### config.mk
export PLATFORM = sky130hd
export DESIGN_NAME = serial_adder
export DESIGN_NICKNAME = d
export VERILOG_FILES = /design/src/rtl/serial_adder_pkg.sv /design/src/rtl/serial_adder_fulladd.sv /design/src/rtl/serial_adder.sv
export SDC_FILE = /design/constraint.sdc
export NUM_CORES = 1
export LEC_CHECK = 0
export CORE_MARGIN = 3
export CORE_UTILIZATION = 40
export CTS_CLUSTER_SIZE = 16
export DETAILED_ROUTE_END_ITERATION = 8
export PLACE_DENSITY = 0.61
export SLEW_MARGIN = 20
export SYNTH_ARGS = -nofsm -noshare
export SYNTH_HDL_FRONTEND = slang
export SYNTH_SLANG_ARGS = --single-unit
### constraint.sdc
create_clock -name clk -period 3.9 [get_ports clk]
set_input_delay 0.975 -clock clk [delete_from_list [all_inputs] [get_ports clk]]
set_output_delay 0.975 -clock clk [all_outputs]
set_load 0.03 [all_outputs]
### src/rtl/serial_adder_pkg.sv
// Shared definitions for the bit-serial adder: FSM state encoding and counter sizing.
package serial_adder_pkg;

    typedef enum logic [1:0] {
        IDLE = 2'd0,
        RUN  = 2'd1,
        DONE = 2'd2
    } state_t;

    // Bit counter width; never below 1 so the counter always exists.
    function automatic int unsigned cnt_width(input int unsigned width);
        return (width > 2) ? $clog2(width) : 1;
    endfunction

endpackage

### src/rtl/serial_adder_fulladd.sv
// Single-bit full adder cell: the only arithmetic in the serial adder datapath.
module fulladd (
    input  logic a,
    input  logic b,
    input  logic c,
    output logic sum,
    output logic carry
);

    assign sum   = a ^ b ^ c;
    assign carry = (a & b) | (c & (a ^ b));

endmodule

### src/rtl/serial_adder.sv
// Bit-serial adder: one fulladd cell, LSB first, WIDTH cycles per addition,
// with results held in separate output registers so RUN never shows partial sums.
module serial_adder
    import serial_adder_pkg::*;
#(
    parameter int unsigned WIDTH = 8
) (
    input  logic             clk,
    input  logic             rst,
    input  logic             start,
    input  logic [WIDTH-1:0] a_in,
    input  logic [WIDTH-1:0] b_in,
    input  logic             cin,
    output logic             busy,
    output logic             done,
    output logic [WIDTH-1:0] sum_out,
    output logic             cout
);

    localparam int unsigned      CW   = cnt_width(WIDTH);
    localparam logic [CW-1:0]    LAST = CW'(WIDTH - 1);

    state_t           state;
    state_t           state_next;
    logic [WIDTH-1:0] a_sr;
    logic [WIDTH-1:0] b_sr;
    logic             carry;
    logic [CW-1:0]    cnt;
    logic [WIDTH-2:0] res_sr;
    logic [WIDTH-1:0] res_next;
    logic             fa_sum;
    logic             fa_carry;
    logic             last;

    fulladd u_fa (
        .a     (a_sr[0]),
        .b     (b_sr[0]),
        .c     (carry),
        .sum   (fa_sum),
        .carry (fa_carry)
    );

    // Result register holds WIDTH-1 bits; the final sum bit goes straight to sum_out.
    assign res_next = {fa_sum, res_sr};
    assign last     = (cnt == LAST);

    always_ff @(posedge clk) begin
        if (rst) begin
            state <= IDLE;
        end else begin
            state <= state_next;
        end
    end

    always_comb begin
        state_next = state;
        busy       = 1'b0;
        done       = 1'b0;
        case (state)
            IDLE: begin
                if (start) begin
                    state_next = RUN;
                end
            end
            RUN: begin
                busy = 1'b1;
                if (last) begin
                    state_next = DONE;
                end
            end
            DONE: begin
                done       = 1'b1;
                state_next = IDLE;
            end
            default: begin
                state_next = IDLE;
            end
        endcase
    end

    always_ff @(posedge clk) begin
        if (rst) begin
            a_sr    <= '0;
            b_sr    <= '0;
            carry   <= 1'b0;
            cnt     <= '0;
            res_sr  <= '0;
            sum_out <= '0;
            cout    <= 1'b0;
        end else begin
            case (state)
                IDLE: begin
                    if (start) begin
                        a_sr  <= a_in;
                        b_sr  <= b_in;
                        carry <= cin;
                        cnt   <= '0;
                    end
                end
                RUN: begin
                    a_sr   <= a_sr >> 1;
                    b_sr   <= b_sr >> 1;
                    carry  <= fa_carry;
                    res_sr <= res_next[WIDTH-1:1];
                    cnt    <= cnt + CW'(1);
                    if (last) begin
                        sum_out <= res_next;
                        cout    <= fa_carry;
                    end
                end
                default: begin
                end
            endcase
        end
    end

endmodule

# Word level (Yosys, flattened, before mapping)
# Cells that the tools add are included.
# Widths: inputs -> output; s select.
[op_classes]
n_reduce_logical = 5
eq_ne = 5
bitwise = 5
n_mux = 13
addsub = 1
[ops]
columns = ["cell", "n"]
rows = [
  ["$pmux 8 s2", 2],
  ["$mux 8", 2],
  ["$pmux 3 s2", 1],
  ["$reduce_and 2->1", 3],
  ["$mux 2", 2],
  ["$ne 2x2->1 const B", 2],
  ["$pmux 2 s2", 1],
  ["$add 3x1->3 const B", 1],
  ["$eq 3x3->1 const B", 1],
  ["$mux 1", 3],
  ["$mux 3", 1],
  ["$and 1x1->1", 2],
  ["$eq 2x1->1 const B", 1],
  ["$eq 2x2->1 const B", 1],
  ["$logic_not 2->1", 1],
  ["$pmux 1 s2", 1],
  ["$reduce_bool 2->1", 1],
  ["$xor 1x1->1", 2],
  ["$or 1x1->1", 1],
]
[word_totals]
wordCells = 37
output_inout_bits = 11
regBits = 38

# Depth between registers and ports, before layout
# Gate-level depths: netlist of the first run.
[logic_depth]
word_depth = 4
depth_mapped = 7
depth_no_buf = 5

# By module
# From an unflattened synthesis of the first run, not the netlist that was laid out.
[unflattened]
cells_unflattened = 169
hier_area_um2 = 1567.8
[modules_own_cells]
columns = ["module", "n_inst", "area_per_inst_um2", "cells_per_inst", "seq_area_each_um2"]
rows = [
  ["serial_adder", 1, 1547.7, 168, 760.7],
  ["fulladd", 1, 20.0, 1, 0.0],
]

# Least setup slack after synthesis of the first run
# No wires, ideal clock.
[synth_timing]
path_kind = "register -> output"
from = "register state[0]"
to = "output done"
required_time_ps = 2925
arrival_ps = 1034
stages_incl_launch_ff = 4
path_buffers = 2
setup_slack_ps = 1891
path_cell_list = "dfxtp_1 -> buf_2 -> buf_4 -> nor2b_1"
[synth_between]
elab_chain_len = 2
[synth_lines]
columns = ["element", "line_no", "source"]
rows = [
  ["start: declaration", "serial_adder.sv:23", "state_t state;"],
  ["start signal: assignment", "serial_adder.sv:51", "state <= state_next;"],
  ["$eq 2x2->1", "serial_adder.sv:59", "case (state)"],
  ["$mux 1", "serial_adder.sv:59", ""],
  ["end: declaration", "serial_adder.sv:15", "output logic done,"],
]
# No other way between the ends.

# Worst setup path in the final report of the first run
[layout_timing]
from = "register state[0]"
to = "output busy"
[layout_between]
elab_chain_len = 2
[layout_lines]
columns = ["element", "line_no", "source"]
rows = [
  ["$eq 2x1->1", "serial_adder.sv:59", ""],
  ["$mux 1", "serial_adder.sv:59", ""],
  ["end: declaration", "serial_adder.sv:14", "output logic busy,"],
]
# No other way between the ends.

==> results of run 1 <==
placed cells by master (no fill, tap or decap), drive strengths merged:
cell type	instances
dfxtp	38
nand2	32
clkdlybuf4s50	30
nor2	21
a21oi	16
mux2i	16
a211oi	16
clkbuf	5
a22oi	4
ha	2
clkinv	2
buf	2
inv	2
nand2b	1
nor2b	1
nor3	1
and3b	1
nand3b	1
o21bai	1
o21ba	1
nor3b	1
fa	1
registers in the layout, summed over array words and instances, names as in the netlist:
| signal | flops |
|---|---|
| state | 2 |
| carry | 1 |
| cnt | 3 |
| sum_out | 8 |
| res_sr | 7 |
| b_sr | 8 |
| cout | 1 |
| a_sr | 8 |
metal layers:
| metal | up-vias | share of wire | GRT usage |
|---|---|---|---|
| li1 | 631 | - | - |
| met1 | 556 | 0.45 | 0.149 |
| met2 | 36 | 0.46 | 0.230 |
| met3 | 5 | 0.073 | 0.0519 |
| met4 | 0 | 0.018 | 0.0670 |
| met5 | - | 0 | 0 |
per-stage QoR:
stage / setup WS [ns] / instances / power [mW] / utilization / area, sq um
5_1_grt: 0.596 / 243 / 0.786 / 0.522 / 1940
2_1_floorplan: 1.89 / 169 / 0.488 / - / 1570
3_3_place_gp: 1.07 / 236 / 0.513 / 0.500 / 1860
3_5_place_dp: 1.05 / 236 / 0.515 / 0.500 / 1860
6_report: 0.747 / 243 / 0.752 / 0.522 / 1940
4_1_cts: 0.713 / 243 / 0.761 / 0.522 / 1940
area by class of cell:
cell class | instances | area (sq um) | share of cell area
Sequential cell | 38 | 761 | 0.393
Multi-Input combinational cell | 116 | 713 | 0.368
Timing Repair Buffer | 32 | 315 | 0.163
Clock buffer | 5 | 68.8 | 0.0355
Tap cell | 48 | 60.1 | 0.0310
Clock inverter | 2 | 10.0 | 0.00516
Inverter | 2 | 10.0 | 0.00516
critical path, stage by stage, from the launching register on:
cell and delay (ns):
dfxtp_1 0.67, nand2b_1 0.33, inv_4 0.20, clkdlybuf4s50_1 0.69
where the power goes:
part	switching (mW)	internal, mW
clock network	0.127	0.120
logic	0.0401	0.0452
registers	0.0135	0.407
kinds of logic after synthesis:
| kind of cell | after synthesis |
|---|---|
| AOI/OAI and AO/OA | 38 |
| adders and majority gates | 3 |
| buffers and inverters | 15 |
| DFF | 38 |
| muxes | 16 |
| and+or+nand+nor | 59 |
final timing paths:
path / endpoint / cells past startpoint
hold reg to reg: sum_out[5]$_SDFFE_PP0P_ / 2
setup / recovery: busy / 3
hold / removal: sum_out[5]$_SDFFE_PP0P_ / 2
setup reg to reg: a_sr[1]$_SDFFE_PP0P_ / 4
==> metrics.csv, run 1 <==
metric,value,unit
num ports,31,
Final Max Slew Viols,0,
Layout area overhead,23.6,%
fin crit period,3.15,ns
largest net degree at the start of global routing,39,
status,finished clean,
sequential share of the synthesized area,0.485,
reg-to-reg startpoint,state[0]$_SDFFE_PP0P_,
Final Hold Viols,0,
clock skew,0.00626,ns
synthesized instance count,169,
clock-pin slew on the worst setup and hold paths,0.07,ns
first-pass GRT wire length,4.73,mm
CP Data Required Time,2.92,ns
Worst EP arrival,2.18,ns
number of remaining DRC errors,0,
vias in the first global route,1133,
via-per-instance ratio,5.05,
compound-gate portion of the synthesized area,0.168,
Slew headroom,0.629,
worst skew pair latency,0.28,ns
Synth Net Count,192,
diode count,0,
wire per inst,11.8,microns
PD cells,388,nW/um^2
post-synthesis mux area share,0.102,
main combinational cell family by area after synthesis,compound AO/OA/AOI/OAI gates,
DRT iter0 DRCs,56,
First-pass DRT Iterations,5,
largest cells by area after synthesis,"dfxtp_1 (49%), mux2i_1 (10%), nand2_1 (7.7%)",
# hold bufs at CTS,0,
Die Ht,68.6,microns
FMAX,317,MHz
post-CTS setup buffers,0,
DR vias,1228,
Post-Syn Area,1570,sq um
CP Capture Type,output port,
share of layout cells above drive strength 1,0.0769,
Final Setup Violations,0,
clock buffer depth,2,
Mean Syn Cell Area,9.28,sq um
max cap viols,0,
Worst Setup SP,state[0]$_SDFFE_PP0P_,
yosys warns,0,
ys flop type,dfxtp_1,
H-tree levels,2,
Final Cycle Share,0.809,
site row count,22,
post-synthesis xor/xnor area fraction,0,
root buf cell,clkbuf_8,
Slew @ Worst Pin,0.556,ns
RSZ-0062 raised after global routing,no,
Fin Setup TNS,0,ns
HP Class,reg2reg,
R2R Setup Slk,2.11,ns
Die Area,4710,sq um
share of the synthesized area in the top cell type,0.485,
Setup CP Type,reg2out,
gpl congestion,0.763,
LEAKAGE,0.720,nW
top-count cell post-synth,dfxtp_1,
biggest area consumer among synthesized cells,dfxtp_1,
CORE AREA,3720,sq um
filler cell count,361,
min-delay src,sum_out[5]$_SDFFE_PP0P_,
GRT overflow,0,
Starting Density,0.422,
die width,68.6,microns
CTS buffer count,5,
Post-Synth Adder-Cell Area,0.0287,
Post-synth EDFFs,0,
Routed Antenna Nets,0,
simple-gate share of the synthesized area,0.156,
Yosys cell types,24,
"Async S/R FF share, synth",0,
VDD IR max,0.000210,V
nets,218,
GRT Overall Usage,0.137,
Commonest cells post-synth,"dfxtp_1 (38), nand2_1 (32), nor2_1 (21), a21oi_1 (16), mux2i_1 (16)",
startpoint types,register,
initial antenna violation count,0,
Seq cells post-synth,38,
Worst Path Max Fanout,11,
Post-CTS Resized,0,
CTS Sinks,38,
CTS tree,built,
Detailed Place HPWL,2.03,mm
# port buffers,30,
final wirelength,2.87,mm
hold slack final,0.452,ns
Power figures use the tool's default switching activity.
==> inputs of run 2 (changes only) <==
--- a/config.mk
+++ b/config.mk
@@ -9,7 +9,7 @@
 export CORE_UTILIZATION = 40
 export CTS_CLUSTER_SIZE = 16
 export DETAILED_ROUTE_END_ITERATION = 8
-export PLACE_DENSITY = 0.61
+export PLACE_DENSITY = 0.64
 export SLEW_MARGIN = 20
 export SYNTH_ARGS = -nofsm -noshare
 export SYNTH_HDL_FRONTEND = slang
==> constraint.sdc (replaced) <==
create_clock -name clk -period 2.7 [get_ports clk]
set_input_delay 0.675 -clock clk [delete_from_list [all_inputs] [get_ports clk]]
set_output_delay 0.675 -clock clk [all_outputs]
set_load 0.03 [all_outputs]
==> run 2 against run 1 <==
Register-to-register slack worse by 1.0 ns; sequential power is 44% higher; via count is 1.5% lower; critical path depth is 1 lower; worst setup slack worse by 0.26 ns; largest power group unchanged.
==> metrics.csv, run 2 (same netlist as run 1, synthesis figures left out) <==
metric,value,unit
Fin Setup TNS,0,ns
nets,218,
status,finished clean,
DR vias,1210,
Final Max Slew Viols,0,
Setup CP Type,reg2out,
vias in the first global route,1118,
root buf cell,clkbuf_8,
total power draw,1.10,mW
Worst R2R Path Depth,4,
cell total after placement,236,
Final Setup Violations,0,
fin crit period,2.22,ns
power share of the clock group,0.339,
wire per inst,11.5,microns
startpoint types,register,
"Design Area, Final",1940,sq um
filler cell count,358,
DRT iter0 DRCs,65,
diode count,0,
R2R Setup Slk,1.10,ns
Final Hold Viols,0,
Layout area overhead,23.7,%
final wirelength,2.77,mm
clock skew,0.00553,ns
CTS tree,built,
min-delay src,res_sr[0]$_SDFFE_PP0P_,
"commonest non-fill, non-tap cell in the layout",dfxtp_1,
Hold Crit Endpoint,sum_out[0]$_SDFFE_PP0P_,
gpl congestion,0.759,
Post-CTS Resized,0,
CTS buffer count,5,
reg-to-reg startpoint,state[0]$_SDFFE_PP0P_,
post-CTS setup buffers,0,
First-pass DRT Iterations,4,
Final Cycle Share,0.821,
first-pass GRT wire length,4.84,mm
site row count,22,
PD cells,569,nW/um^2
Flop pwr share,0.547,
Hold Path Stages,2,
VDD IR max,0.000322,V
FMAX,451,MHz
Slew @ Worst Pin,0.381,ns
Worst EP arrival,1.54,ns
Regs by FF count,"a_sr: 8 flops, b_sr: 8 flops, sum_out: 8 flops",
Net Sw Frac,0.231,
number of remaining DRC errors,0,
hold slack final,0.459,ns
die width,68.6,microns
LEAKAGE,0.721,nW
combinational share of power,0.114,
share of layout cells above drive strength 1,0.0773,
Placed Area,1860,sq um
final std cells w/o fill,242,
num ports,31,
CP Data Required Time,2.03,ns
worst skew pair latency,0.28,ns
Internal,0.849,mW
Slew headroom,0.746,
RSZ-0062 raised after global routing,no,
initial antenna violation count,0,
"commonest cells after routing, fill and taps aside","dfxtp_1 (38), nand2_1 (32), clkdlybuf4s50_1 (29)",
clock buffer depth,2,
GRT Overall Usage,0.137,
clock-pin slew on the worst setup and hold paths,0.06,ns
# port buffers,30,
Worst Path Max Fanout,8,
Worst R2R End,a_sr[5]$_SDFFE_PP0P_,
Starting Density,0.422,
Die Ht,68.6,microns
GRT overflow,0,
Routed Antenna Nets,0,
switching pwr,0.255,mW
H-tree levels,2,
CTS Sinks,38,
Die Area,4710,sq um
largest net degree at the start of global routing,39,
HP Class,reg2reg,
# hold bufs at CTS,0,
CP Capture Type,output port,
max cap viols,0,
CORE AREA,3720,sq um
via-per-instance ratio,5.00,
Detailed Place HPWL,1.91,mm
[run 2: cell types whose count changed in the layout (fill, tap and decap cells not counted), sizes merged]
| cell | delta |
|---|---|
| buf | +1 |
| clkbuf | +1 |
| clkinv | -2 |
| clkdlybuf4s50 | -1 |
[run 2: routing by layer]
layer	GRT usage	vias up	share of wire
met4	0.0596	0	0.010
met5	0	-	0
li1	-	628	-
met2	0.230	27	0.46
met3	0.0421	4	0.064
met1	0.160	551	0.47
[run 2: final cells by class]
cell class,instances,area (sq um),share of cell area
inverters,2,10.0,0.00516
repair buffers,32,313,0.161
clock buffers,6,82.6,0.0426
well taps,48,60.1,0.0310
flip-flops and latches,38,761,0.392
multi-input cells,116,713,0.368
[run 2: how the worst max path moves through the flow]
stage | startpoint | endpoint | slack [ns] | cells after the start
detailed placement | start | a_sr[5]$_SDFFE_PP0P_ | 0.66 | 4
finish | state[1]$_SDFFE_PP0P_ | done | 0.48 | 2
floorplan | state[0]$_SDFFE_PP0P_ | done | 0.99 | 3
global placement | start | a_sr[3]$_SDFFE_PP0P_ | 0.75 | 4
global route | state[1]$_SDFFE_PP0P_ | done | 0.41 | 2
CTS | state[1]$_SDFFE_PP0P_ | done | 0.46 | 2
[run 2: worst max-delay path: stages, from the launching register on]
cell	delay, ns
dfxtp_1	0.43
nor2b_1	0.16
clkdlybuf4s50_1	0.68
[run 2: power by group through the flow]
stage	combinational [mW]	sequential (mW)	clock (mW)
after floorplan	0.0940	0.611	0
after global placement	0.123	0.615	0
after detailed placement	0.128	0.616	0
after CTS	0.128	0.604	0.384
after global routing	0.142	0.607	0.405
final	0.126	0.604	0.374
[run 2: metrics by stage]
step | setup WS [ns] | utilization
2_1_floorplan | 0.991 | -
3_3_place_gp | 0.748 | 0.500
3_5_place_dp | 0.660 | 0.500
4_1_cts | 0.464 | 0.522
5_1_grt | 0.412 | 0.522
6_report | 0.484 | 0.522
